## config.mk

```make
export PLATFORM = sky130hd
export DESIGN_NAME = matrix_scan_controller_flat
export DESIGN_NICKNAME = d
export VERILOG_FILES = /design/src/rtl/matrix_scan_controller_pkg.sv /design/src/rtl/matrix_scan_controller_if.sv /design/src/rtl/matrix_scan_controller_timer.sv /design/src/rtl/matrix_scan_controller.sv /design/src/flat_wrapper.sv
export SDC_FILE = /design/constraint.sdc
export NUM_CORES = 1
export LEC_CHECK = 0
export BUFFER_PORTS_ARGS = -buffer_cell sky130_fd_sc_hd__buf_2
export CAP_MARGIN = 20
export CELL_PAD_IN_SITES_DETAIL_PLACEMENT = 0
export CELL_PAD_IN_SITES_GLOBAL_PLACEMENT = 1
export CORE_MARGIN = 5
export CORE_UTILIZATION = 48
export CTS_CLUSTER_SIZE = 16
export DETAILED_ROUTE_END_ITERATION = 8
export GPL_ROUTABILITY_DRIVEN = 0
export PLACE_DENSITY_LB_ADDON = 0.3
export SETUP_SLACK_MARGIN = 0.15
export SLEW_MARGIN = 20
export SYNTH_ARGS = -nofsm -noshare
export SYNTH_HDL_FRONTEND = slang
export SYNTH_SLANG_ARGS = --single-unit
```

## constraint.sdc

```tcl
create_clock -name i_clk -period 5.82 [get_ports i_clk]
set_input_delay 0.582 -clock i_clk [delete_from_list [all_inputs] [get_ports i_clk]]
set_output_delay 0.582 -clock i_clk [all_outputs]
set_load 0.01 [all_outputs]
```

## src/rtl/matrix_scan_controller_pkg.sv

```systemverilog
// Shared types and constants for the 5x7 LED matrix column scanner.
package matrix_scan_controller_pkg;

    localparam int unsigned N_COLS    = 5;
    localparam int unsigned N_ROWS    = 7;
    localparam int unsigned FRAME_W   = N_COLS * N_ROWS;
    localparam int unsigned COL_IDX_W = 3;
    localparam int unsigned BRIGHT_W  = 4;

    // Column c occupies bits [7c+6:7c] of the flat frame word.
    typedef logic [N_COLS-1:0][N_ROWS-1:0] frame_t;

    typedef enum logic [1:0] {
        ST_IDLE  = 2'd0,
        ST_BLANK = 2'd1,
        ST_DRIVE = 2'd2
    } scan_state_e;

    function automatic logic [N_ROWS-1:0] col_rows(input frame_t frame,
                                                   input logic [COL_IDX_W-1:0] col);
        logic [FRAME_W-1:0] shifted;
        shifted = frame >> (N_ROWS * col);
        return shifted[N_ROWS-1:0];
    endfunction

endpackage

```

## src/rtl/matrix_scan_controller_if.sv

```systemverilog
// Frame transfer channel from the display producer into the scanner.
interface matrix_scan_controller_if;
    import matrix_scan_controller_pkg::*;

    frame_t frame_data;
    logic   frame_valid;
    logic   frame_ready;

    modport master (output frame_data, output frame_valid, input  frame_ready);
    modport slave  (input  frame_data, input  frame_valid, output frame_ready);

endinterface

```

## src/rtl/matrix_scan_controller_timer.sv

```systemverilog
// Loadable down-counter; done while the count sits at zero.
module matrix_scan_controller_timer #(
    parameter int unsigned CNT_W = 10
) (
    input  logic             i_clk,
    input  logic             i_rst_n,
    input  logic             i_load,
    input  logic [CNT_W-1:0] i_load_val,
    output logic [CNT_W-1:0] o_count,
    output logic             o_done_c
);

    logic [CNT_W-1:0] r_count;

    always_ff @(posedge i_clk or negedge i_rst_n) begin
        if (!i_rst_n) begin
            r_count <= '0;
        end else if (i_load) begin
            r_count <= i_load_val;
        end else if (r_count != '0) begin
            r_count <= r_count - CNT_W'(1);
        end
    end

    assign o_count  = r_count;
    assign o_done_c = (r_count == '0);

endmodule

```

## src/rtl/matrix_scan_controller.sv

```systemverilog
// Column scan sequencer for a 5x7 LED matrix: blank/drive per column, PWM
// brightness inside each dwell, double-buffered frames swapped at frame boundary.
module matrix_scan_controller
    import matrix_scan_controller_pkg::*;
#(
    parameter int unsigned DWELL_CYCLES = 1000,
    parameter int unsigned BLANK_CYCLES = 50
) (
    input  logic                    i_clk,
    input  logic                    i_rst_n,
    input  logic                    i_enable,
    input  logic [BRIGHT_W-1:0]     i_brightness,
    matrix_scan_controller_if.slave frame_if,
    output logic [N_COLS-1:0]       o_coluna_ativa,
    output logic [N_ROWS-1:0]       o_linhas,
    output logic                    o_frame_start
);

    localparam int unsigned MAX_CYC = (DWELL_CYCLES > BLANK_CYCLES) ? DWELL_CYCLES : BLANK_CYCLES;
    localparam int unsigned CNT_W   = $clog2(MAX_CYC + 1);
    localparam int unsigned PWM_W   = CNT_W + 4;
    localparam logic [COL_IDX_W-1:0] LAST_COL = COL_IDX_W'(N_COLS - 1);

    scan_state_e r_state, w_state_nxt;

    logic [COL_IDX_W-1:0] r_col, w_col_nxt;
    logic [BRIGHT_W-1:0]  r_bright;
    frame_t               r_display, r_shadow;
    logic                 r_pending;
    logic [N_COLS-1:0]    r_coluna, w_coluna_nxt;
    logic [N_ROWS-1:0]    r_linhas, w_linhas_nxt;
    logic                 r_fstart, w_fstart_nxt;

    logic                 w_tmr_load;
    logic [CNT_W-1:0]     w_tmr_val;
    logic [CNT_W-1:0]     w_tmr_count;
    logic                 w_tmr_done;

    logic                 w_swap;
    logic                 w_capture;
    logic                 w_bright_load;
    logic [PWM_W-1:0]     w_on_cycles;
    logic [PWM_W-1:0]     w_dwell_nxt;
    logic [N_COLS-1:0]    w_onehot;
    logic [N_ROWS-1:0]    w_rows;

    matrix_scan_controller_timer #(
        .CNT_W (CNT_W)
    ) u_timer (
        .i_clk      (i_clk),
        .i_rst_n    (i_rst_n),
        .i_load     (w_tmr_load),
        .i_load_val (w_tmr_val),
        .o_count    (w_tmr_count),
        .o_done_c   (w_tmr_done)
    );

    // PWM compare: dwell position of the next cycle against the lit window
    assign w_on_cycles = ((PWM_W'(r_bright) + PWM_W'(1)) * PWM_W'(DWELL_CYCLES)) >> 4;
    assign w_dwell_nxt = PWM_W'(DWELL_CYCLES) - PWM_W'(w_tmr_count);
    assign w_onehot    = N_COLS'(1) << r_col;
    assign w_rows      = col_rows(r_display, r_col);
    assign w_capture   = frame_if.frame_valid && !r_pending;

    always_ff @(posedge i_clk or negedge i_rst_n) begin
        if (!i_rst_n) begin
            r_state <= ST_IDLE;
        end else begin
            r_state <= w_state_nxt;
        end
    end

    // Next state plus the output values that accompany it on the same edge
    always_comb begin
        w_state_nxt   = r_state;
        w_col_nxt     = r_col;
        w_tmr_load    = 1'b0;
        w_tmr_val     = '0;
        w_coluna_nxt  = '0;
        w_linhas_nxt  = '0;
        w_fstart_nxt  = 1'b0;
        w_swap        = 1'b0;
        w_bright_load = 1'b0;

        if (!i_enable) begin
            w_state_nxt = ST_IDLE;
            w_col_nxt   = '0;
            w_tmr_load  = 1'b1;
        end else begin
            case (r_state)
                ST_IDLE: begin
                    w_state_nxt  = ST_BLANK;
                    w_col_nxt    = '0;
                    w_tmr_load   = 1'b1;
                    w_tmr_val    = CNT_W'(BLANK_CYCLES - 1);
                    w_fstart_nxt = 1'b1;
                end
                ST_BLANK: begin
                    if (w_tmr_done) begin
                        w_state_nxt   = ST_DRIVE;
                        w_tmr_load    = 1'b1;
                        w_tmr_val     = CNT_W'(DWELL_CYCLES - 1);
                        w_bright_load = 1'b1;
                        w_coluna_nxt  = w_onehot;
                        w_linhas_nxt  = w_rows;
                    end
                end
                ST_DRIVE: begin
                    if (w_tmr_done) begin
                        w_state_nxt = ST_BLANK;
                        w_tmr_load  = 1'b1;
                        w_tmr_val   = CNT_W'(BLANK_CYCLES - 1);
                        if (r_col == LAST_COL) begin
                            w_col_nxt    = '0;
                            w_fstart_nxt = 1'b1;
                            w_swap       = r_pending;
                        end else begin
                            w_col_nxt = r_col + COL_IDX_W'(1);
                        end
                    end else begin
                        w_coluna_nxt = w_onehot;
                        w_linhas_nxt = (w_dwell_nxt < w_on_cycles) ? w_rows : '0;
                    end
                end
                default: begin
                    w_state_nxt = ST_IDLE;
                    w_col_nxt   = '0;
                    w_tmr_load  = 1'b1;
                end
            endcase
        end
    end

    always_ff @(posedge i_clk or negedge i_rst_n) begin
        if (!i_rst_n) begin
            r_col     <= '0;
            r_bright  <= '0;
            r_coluna  <= '0;
            r_linhas  <= '0;
            r_fstart  <= 1'b0;
            r_display <= '0;
            r_shadow  <= '0;
            r_pending <= 1'b0;
        end else begin
            r_col    <= w_col_nxt;
            r_coluna <= w_coluna_nxt;
            r_linhas <= w_linhas_nxt;
            r_fstart <= w_fstart_nxt;
            if (w_bright_load) begin
                r_bright <= i_brightness;
            end
            // Capture needs pending low and swap needs it high, so they never collide
            if (w_capture) begin
                r_shadow  <= frame_if.frame_data;
                r_pending <= 1'b1;
            end else if (w_swap) begin
                r_display <= r_shadow;
                r_pending <= 1'b0;
            end
        end
    end

    assign frame_if.frame_ready = !r_pending;
    assign o_coluna_ativa       = r_coluna;
    assign o_linhas             = r_linhas;
    assign o_frame_start        = r_fstart;

endmodule
```

## src/flat_wrapper.sv

```systemverilog
// flat-port wrapper written by rule: the top's interface ports become plain ports
module matrix_scan_controller_flat import matrix_scan_controller_pkg::*;
#(
    parameter int unsigned DWELL_CYCLES = 1000,
    parameter int unsigned BLANK_CYCLES = 50
)
  (i_clk, i_rst_n, i_enable, i_brightness, o_coluna_ativa, o_linhas, o_frame_start, frame_if_frame_data, frame_if_frame_valid, frame_if_frame_ready);
  matrix_scan_controller_if frame_if_i ();
  input  logic i_clk;
  input  logic i_rst_n;
  input  logic i_enable;
  input  logic [BRIGHT_W-1:0] i_brightness;
  output logic [N_COLS-1:0] o_coluna_ativa;
  output logic [N_ROWS-1:0] o_linhas;
  output logic o_frame_start;
  input wire logic [$bits(frame_if_i.frame_data)-1:0] frame_if_frame_data;
  input wire logic [$bits(frame_if_i.frame_valid)-1:0] frame_if_frame_valid;
  output wire logic [$bits(frame_if_i.frame_ready)-1:0] frame_if_frame_ready;
  assign frame_if_i.frame_data = frame_if_frame_data;
  assign frame_if_i.frame_valid = frame_if_frame_valid;
  assign frame_if_frame_ready = frame_if_i.frame_ready;
  matrix_scan_controller #(.DWELL_CYCLES(DWELL_CYCLES), .BLANK_CYCLES(BLANK_CYCLES)) u_core (.i_clk(i_clk), .i_rst_n(i_rst_n), .i_enable(i_enable), .i_brightness(i_brightness), .frame_if(frame_if_i), .o_coluna_ativa(o_coluna_ativa), .o_linhas(o_linhas), .o_frame_start(o_frame_start));
endmodule
```

==> reports/qor.txt, run 1 <==
top cell type's share of synthesized area -> 46.2%
final setup violation count -> 0
layout cells sized above 1 -> 32.0%
kind of path behind the tightest hold check -> in -> async
Static Leakage -> 3.11 nW
number of vias per cell after detailed routing -> 5.28
cell row count -> 39
initial cell density of the core -> 48.9%
post-detailed-route wirelength per cell -> 16.0 um
synth top area cells -> sky130_fd_sc_hd__dfrtp_1, sky130_fd_sc_hd__mux2_2, sky130_fd_sc_hd__ha_1
outcome -> complete, no violations
Pwr per Cell Area -> 606 nW/um^2
CP Capture Type -> register
total met3 wirelength after detailed routing -> 311 um
Final Total Pwr -> 0.00380 W
required time of the critical path -> 6.06 ns
Synth Warn # -> 0
worst clock skew -> 0.00831 ns
nets@finish -> 597
number of search-and-repair iterations in the first detailed-routing pass -> 4
largest net degree at the start of global routing -> 65
library cell occupying the most area in the post-synthesis netlist -> sky130_fd_sc_hd__dfrtp_1
Hold Violations, Final -> 0
element type at the critical path start -> register
highest clock rate -> 192 MHz
clock-pin slew of the registers on the worst-case setup and hold paths -> 0.07 ns
highest net fanout along the worst path -> 7
Post-Syn Nets -> 547
total I/O pin count -> 57
number of hold buffers added after cts -> 0
number of input and output port buffers inserted -> 56
Root Buffer Master -> sky130_fd_sc_hd__clkbuf_16
number of global-route vias before repair -> 3753
antenna fix cells -> 0
buffer levels on the longest clock path -> 2
relative slew slack -> 42.1%
maximum vdd drop -> 646 uV
antenna viol nets, final -> 0
number of clock buffers inserted by TritonCTS -> 9
Netlist cell types -> 45
residual overflow from global routing -> 0
maxcap violations -> 0
PostCTS Resize Cnt -> 0
pre-CTS setup slack -> 0.420 ns
global-route wire length before repair -> 18.4 mm
Mean Syn Cell Area -> 12.3 um^2
floorplan die area -> 13900 um^2
highest routing layer actually used -> met4
horizontal die dimension -> 118 um
GRT Overall Usage -> 15.8%
number of flip-flops and latches in the synthesized netlist -> 103
Final Max Tran Viols -> 0
number of antenna violations at the first check in global routing -> 0
HPWL Detailed -> 7.84 mm
DRT met1 WL -> 5.10 mm
clock tree from TritonCTS -> built
post-route setup TNS -> 0 ns
Post CTS Setup Buffer Count -> 0
clock insertion delay at the later pin of the skew report -> 0.33 ns
core outline area -> 11400 um^2
number of H-tree branching levels -> 3
Num Clock Sinks -> 103
post-layout instance area -> 6270 um^2
area overhead of the layout relative to synthesis -> 12.4%
top flip-flop cell by instance count after synthesis -> sky130_fd_sc_hd__dfrtp_1
cell area after synthesis -> 5580 um^2
DRT Wirelength -> 10.4 mm
starting DRC count in detailed routing -> 128
setup repair after global routing missed its margin -> no
final period demand of the worst path -> 5.21 ns
arrival time reported for the critical path endpoint -> 5.44 ns
number of standard cells after synthesis -> 455
actual slew at the worst max-slew pin -> 0.867 ns
final period utilization -> 89.5%
ranking of synthesized cells by instance count -> sky130_fd_sc_hd__dfrtp_1, sky130_fd_sc_hd__mux2_2, sky130_fd_sc_hd__ha_1
total cell area at the placement stage -> 5960 um^2
type of the worst setup path -> reg -> reg
Async SR Flop Fraction -> 100%
most common cell in the netlist -> sky130_fd_sc_hd__dfrtp_1
length of routed met2 wiring -> 4.96 mm
proportion of synthesized chip area in sequential cells -> 46.2%
Final Core Density -> 54.9%
number of vias in the routed layout -> 3445
Setup WS post-layout -> 0.613 ns
final routed DRC violation total -> 0
EDFF count, synth -> 0
die height -> 118 um
[stage by stage]
step                      hold slack (ns)  instances
final                               0.216        653
after global routing                0.259        653
after CTS                           0.242        653
after detailed placement            0.490        637
after global placement              0.491        637
after floorplan                     0.286        455
[worst paths after layout]
kind                                                       from                                to  slack [ns]  cells past startpoint
worst min register to register  u_core.r_shadow[18]$_DFFE_PN0P_  u_core.r_display[18]$_DFFE_PN0P_        0.51                      1
worst max-delay path             u_core.r_bright[0]$_DFFE_PN0P_      u_core.o_linhas[3]$_DFF_PN0_        0.61                     20
worst max register to register   u_core.r_bright[0]$_DFFE_PN0P_      u_core.o_linhas[3]$_DFF_PN0_        0.61                     20
worst min-delay path                                    i_rst_n     u_core.r_state[0]$_DFFE_PN0P_        0.22                      1
min in group i_clk                         frame_if_frame_valid      u_core.r_pending$_DFFE_PN0P_        0.47                      2
max in group asynchronous                               i_rst_n  u_core.r_display[25]$_DFFE_PN0P_        4.41                      2
[cell type report]
cell class	count	area, um^2
sequential	103	2580
fill	1012	5150
multi-input combinational	296	2780
clock inverter	7	70.1
clock buffer	9	225
inverter	37	139
timing repair buffer	58	298
tap	143	179
[power breakdown]
group / switching (W) / internal (W) / leakage, nW
logic: 0.00127 / 0.00104 / 1.60
registers: 0.000103 / 0.000794 / 1.36
clock network: 0.000260 / 0.000334 / 0.146
total: 0.00163 / 0.00217 / 3.11
[per-layer routing]
layer  vias up  track usage [%]
met3         6             2.69
met2        60             25.7
met1      1701             22.4
met4         0             3.51
met5         -                0
li1       1678                -
[state kept, by name, summed over array words and instances, names as in the netlist]
name / flops
u_core.o_linhas: 7
u_core.r_display: 35
u_core.r_pending: 1
u_core.o_coluna_ativa: 5
u_core.r_shadow: 35
u_core.r_bright: 4
u_core.r_col: 3
u_core.r_state: 2
u_core.u_timer.o_count: 10
u_core.o_frame_start: 1
[cell families after synthesis]
logic type | count (synthesis) | share of synthesized area, %
multiplexers | 84 | 18.8
adder cells (fa/ha/maj) | 49 | 12.3
XOR/XNOR | 22 | 3.45
AO/OA/AOI/OAI | 76 | 8.30
flip-flops | 103 | 46.2
AND/OR/NAND/NOR | 65 | 6.75
buffers and inverters | 56 | 4.21
[critical path: stages (launching register included)]
cell and delay, ns:
sky130_fd_sc_hd__dfrtp_2 0.48, sky130_fd_sc_hd__ha_1 0.30, sky130_fd_sc_hd__xor2_2 0.27, sky130_fd_sc_hd__inv_1 0.13, sky130_fd_sc_hd__fa_1 0.55, sky130_fd_sc_hd__inv_1 0.12
sky130_fd_sc_hd__fa_1 0.55, sky130_fd_sc_hd__inv_1 0.06, sky130_fd_sc_hd__fa_1 0.52, sky130_fd_sc_hd__inv_1 0.04, sky130_fd_sc_hd__ha_1 0.32, sky130_fd_sc_hd__a21oi_1 0.22
sky130_fd_sc_hd__inv_1 0.06, sky130_fd_sc_hd__a21oi_1 0.17, sky130_fd_sc_hd__xor2_1 0.17, sky130_fd_sc_hd__ha_1 0.27, sky130_fd_sc_hd__o21ai_0 0.18, sky130_fd_sc_hd__nor2_1 0.06
sky130_fd_sc_hd__nor2_1 0.08, sky130_fd_sc_hd__o211ai_1 0.24, sky130_fd_sc_hd__a211oi_1 0.32
[placed cells by master (no fill, tap or decap), types with 8 or more instances in the layout]
cell type                     n
sky130_fd_sc_hd__fa_1        10
sky130_fd_sc_hd__nor2_1      12
sky130_fd_sc_hd__mux2_4      29
sky130_fd_sc_hd__clkbuf_16    9
sky130_fd_sc_hd__xor2_1       9
sky130_fd_sc_hd__mux2_2      49
sky130_fd_sc_hd__nand2_1     15
sky130_fd_sc_hd__inv_1       37
sky130_fd_sc_hd__o21ai_0     31
sky130_fd_sc_hd__a21oi_1     11
sky130_fd_sc_hd__a211oi_1     8
sky130_fd_sc_hd__ha_1        39
sky130_fd_sc_hd__xnor2_1     12
sky130_fd_sc_hd__dfrtp_1    102
sky130_fd_sc_hd__buf_2       55
No activity file was read; power rests on OpenSTA's default activity.
==> run 2: changes to the inputs <==
--- a/config.mk
+++ b/config.mk
@@ -5,12 +5,11 @@
 export SDC_FILE = /design/constraint.sdc
 export NUM_CORES = 1
 export LEC_CHECK = 0
+export ABC_AREA = 0
 export BUFFER_PORTS_ARGS = -buffer_cell sky130_fd_sc_hd__buf_2
 export CAP_MARGIN = 20
-export CELL_PAD_IN_SITES_DETAIL_PLACEMENT = 0
-export CELL_PAD_IN_SITES_GLOBAL_PLACEMENT = 1
 export CORE_MARGIN = 5
-export CORE_UTILIZATION = 48
+export CORE_UTILIZATION = 53
 export CTS_CLUSTER_SIZE = 16
 export DETAILED_ROUTE_END_ITERATION = 8
 export GPL_ROUTABILITY_DRIVEN = 0
==> reports/qor.txt, run 2 (synthesis gave the netlist of run 1 again) <==
most frequent cells in the layout -> sky130_fd_sc_hd__dfrtp_1, sky130_fd_sc_hd__buf_2, sky130_fd_sc_hd__mux2_2 (unchanged)
residual overflow from global routing -> 0 (unchanged)
layout cells sized above 1 -> 31.6% (was 32.0%)
Hold Violations, Final -> 0 (unchanged)
largest net degree at the start of global routing -> 64 (was 65)
starting DRC count in detailed routing -> 132 (was 128)
combined area of the multi-input logic cells -> 2780 um^2 (about the same)
floorplan die area -> 12700 um^2 (was 13900 um^2)
highest clock rate -> 190 MHz (was 192 MHz)
actual slew at the worst max-slew pin -> 0.870 ns (was 0.867 ns)
antenna fix cells -> 0 (unchanged)
area overhead of the layout relative to synthesis -> 10.1% (was 12.4%)
total I/O pin count -> 57 (unchanged)
Num Clock Sinks -> 103 (unchanged)
Post CTS Setup Buffer Count -> 0 (unchanged)
Seq. cell area -> 2580 um^2 (unchanged)
nets@finish -> 597 (unchanged)
final period demand of the worst path -> 5.26 ns (was 5.21 ns)
total of fill cells in the finished design -> 871 (was 1012)
Root Buffer Master -> sky130_fd_sc_hd__clkbuf_8 (was sky130_fd_sc_hd__clkbuf_16)
final-layout worst hold slack -> 0.203 ns (was 0.216 ns)
number of vias in the routed layout -> 3451 (was 3445)
total cell area at the placement stage -> 5950 um^2 (was 5960 um^2)
Static Leakage -> 3.05 nW (was 3.11 nW)
initial cell density of the core -> 54.3% (was 48.9%)
clock tree from TritonCTS -> built (unchanged)
PostCTS Resize Cnt -> 0 (unchanged)
number of H-tree branching levels -> 3 (unchanged)
Final Total Pwr -> 0.00362 W (was 0.00380 W)
number of clock buffers inserted by TritonCTS -> 9 (unchanged)
required time of the critical path -> 6.06 ns (about the same)
relative slew slack -> 41.9% (was 42.1%)
clock-pin slew of the registers on the worst-case setup and hold paths -> 0.11 ns (was 0.07 ns)
number of global-route vias before repair -> 3596 (was 3753)
arrival time reported for the critical path endpoint -> 5.50 ns (was 5.44 ns)
DRT Wirelength -> 9.96 mm (was 10.4 mm)
Pwr per Cell Area -> 589 nW/um^2 (was 606 nW/um^2)
worst setup path endpoint -> u_core.o_linhas[4]$_DFF_PN0_ (was u_core.o_linhas[3]$_DFF_PN0_)
buffer levels on the longest clock path -> 2 (unchanged)
antenna viol nets, final -> 0 (unchanged)
final setup violation count -> 0 (unchanged)
CP Capture Type -> register (unchanged)
outcome -> complete, no violations (unchanged)
number of antenna violations at the first check in global routing -> 0 (unchanged)
number of input and output port buffers inserted -> 56 (unchanged)
kind of path behind the tightest hold check -> in -> async (unchanged)
worst clock skew -> 0.0171 ns (was 0.00831 ns)
global-route wire length before repair -> 17.0 mm (was 18.4 mm)
core outline area -> 10300 um^2 (was 11400 um^2)
cell row count -> 37 (was 39)
Critical Path Source -> u_core.r_bright[0]$_DFFE_PN0P_ (unchanged)
highest net fanout along the worst path -> 7 (unchanged)
element type at the critical path start -> register (unchanged)
final routed DRC violation total -> 0 (unchanged)
post-route setup TNS -> 0 ns (unchanged)
setup slack of the most critical reg-to-reg path -> 0.56 ns (was 0.61 ns)
number of vias per cell after detailed routing -> 5.34 (was 5.28)
horizontal die dimension -> 113 um (was 118 um)
post-layout instance area -> 6140 um^2 (was 6270 um^2)
HPWL Detailed -> 7.57 mm (was 7.84 mm)
number of hold buffers added after cts -> 0 (unchanged)
maxcap violations -> 0 (unchanged)
Final Max Tran Viols -> 0 (unchanged)
endpoint of the worst-slack reg-to-reg timing path -> u_core.o_linhas[4]$_DFF_PN0_ (was u_core.o_linhas[3]$_DFF_PN0_)
type of the worst setup path -> reg -> reg (unchanged)
GRT Overall Usage -> 16.1% (was 15.8%)
setup repair after global routing missed its margin -> no (unchanged)
worst reg2reg startpoint -> u_core.r_bright[0]$_DFFE_PN0P_ (unchanged)
Worst Reg2Reg Path Length in Cells -> 20 (unchanged)
final period utilization -> 90.3% (was 89.5%)
die height -> 113 um (was 118 um)
post-detailed-route wirelength per cell -> 15.4 um (was 16.0 um)
number of search-and-repair iterations in the first detailed-routing pass -> 4 (unchanged)
clock insertion delay at the later pin of the skew report -> 0.35 ns (was 0.33 ns)
most frequent standard cell in the layout excluding fill and tap cells -> sky130_fd_sc_hd__dfrtp_1 (unchanged)
maximum vdd drop -> 493 uV (was 646 uV)
-- run 2: cell count changes in the layout (fill, tap and decap cells not counted), sizes merged --
cell / change
bufinv: -1
clkinvlp: +1
clkbuf: +1
clkinv: -1
-- run 2: cell type report --
class,instances,area share [%]
Multi-Input combinational cell,296,45.2
Sequential cell,103,42.0
Timing Repair Buffer,58,4.85
Tap cell,136,2.77
Inverter,37,2.26
Clock buffer,10,2.08
Clock inverter,6,0.855
-- run 2: how the worst min path moves through the flow --
| stage | start | cells past startpoint | end |
|---|---|---|---|
| 3_5_place_dp | u_core.r_shadow[13]$_DFFE_PN0P_ | 1 | u_core.r_display[13]$_DFFE_PN0P_ |
| 6_report | i_rst_n | 1 | u_core.u_timer.o_count[1]$_DFFE_PN0P_ |
| 5_1_grt | i_rst_n | 1 | u_core.r_bright[0]$_DFFE_PN0P_ |
| 3_3_place_gp | u_core.r_display[5]$_DFFE_PN0P_ | 1 | u_core.r_display[5]$_DFFE_PN0P_ |
| 2_1_floorplan | i_rst_n | 0 | u_core.o_coluna_ativa[0]$_DFF_PN0_ |
| 4_1_cts | i_rst_n | 1 | u_core.r_bright[0]$_DFFE_PN0P_ |
-- run 2: routing by layer --
metal	vias up	wire length, um	global-route usage (%)
li1	1683	-	-
met1	1697	4690	22.4
met2	57	4740	26.2
met3	14	346	2.80
met4	0	178	4.41
met5	-	0	0
-- run 2: power by group --
part           switching (W)  leakage [nW]  internal, W
Sequential          0.000104          1.36     0.000793
Combinational        0.00127          1.60      0.00104
Clock               0.000250        0.0850     0.000162
Total                0.00162          3.05      0.00200
-- run 2: worst max-delay path, stage by stage, from the launching register on --
cell and delay (ns):
sky130_fd_sc_hd__dfrtp_2 0.49, sky130_fd_sc_hd__ha_1 0.31, sky130_fd_sc_hd__xor2_2 0.27, sky130_fd_sc_hd__inv_1 0.14, sky130_fd_sc_hd__fa_1 0.55, sky130_fd_sc_hd__inv_1 0.12
sky130_fd_sc_hd__fa_1 0.55, sky130_fd_sc_hd__inv_1 0.06, sky130_fd_sc_hd__fa_1 0.52, sky130_fd_sc_hd__inv_1 0.04, sky130_fd_sc_hd__ha_1 0.32, sky130_fd_sc_hd__a21oi_1 0.24
sky130_fd_sc_hd__inv_1 0.07, sky130_fd_sc_hd__a21oi_1 0.19, sky130_fd_sc_hd__xor2_1 0.09, sky130_fd_sc_hd__ha_1 0.20, sky130_fd_sc_hd__a211oi_1 0.27, sky130_fd_sc_hd__nor2_1 0.08
sky130_fd_sc_hd__nor2_1 0.09, sky130_fd_sc_hd__o211ai_1 0.23, sky130_fd_sc_hd__a211oi_1 0.31
-- run 2: metrics by stage --
stage	cells	worst slack, ns	util (%)
4_1_cts	646	0.375	59.7
2_1_floorplan	455	1.00	-
6_report	646	0.562	59.8
3_5_place_dp	630	0.420	57.9
3_3_place_gp	630	0.683	57.9
5_1_grt	646	0.203	59.8
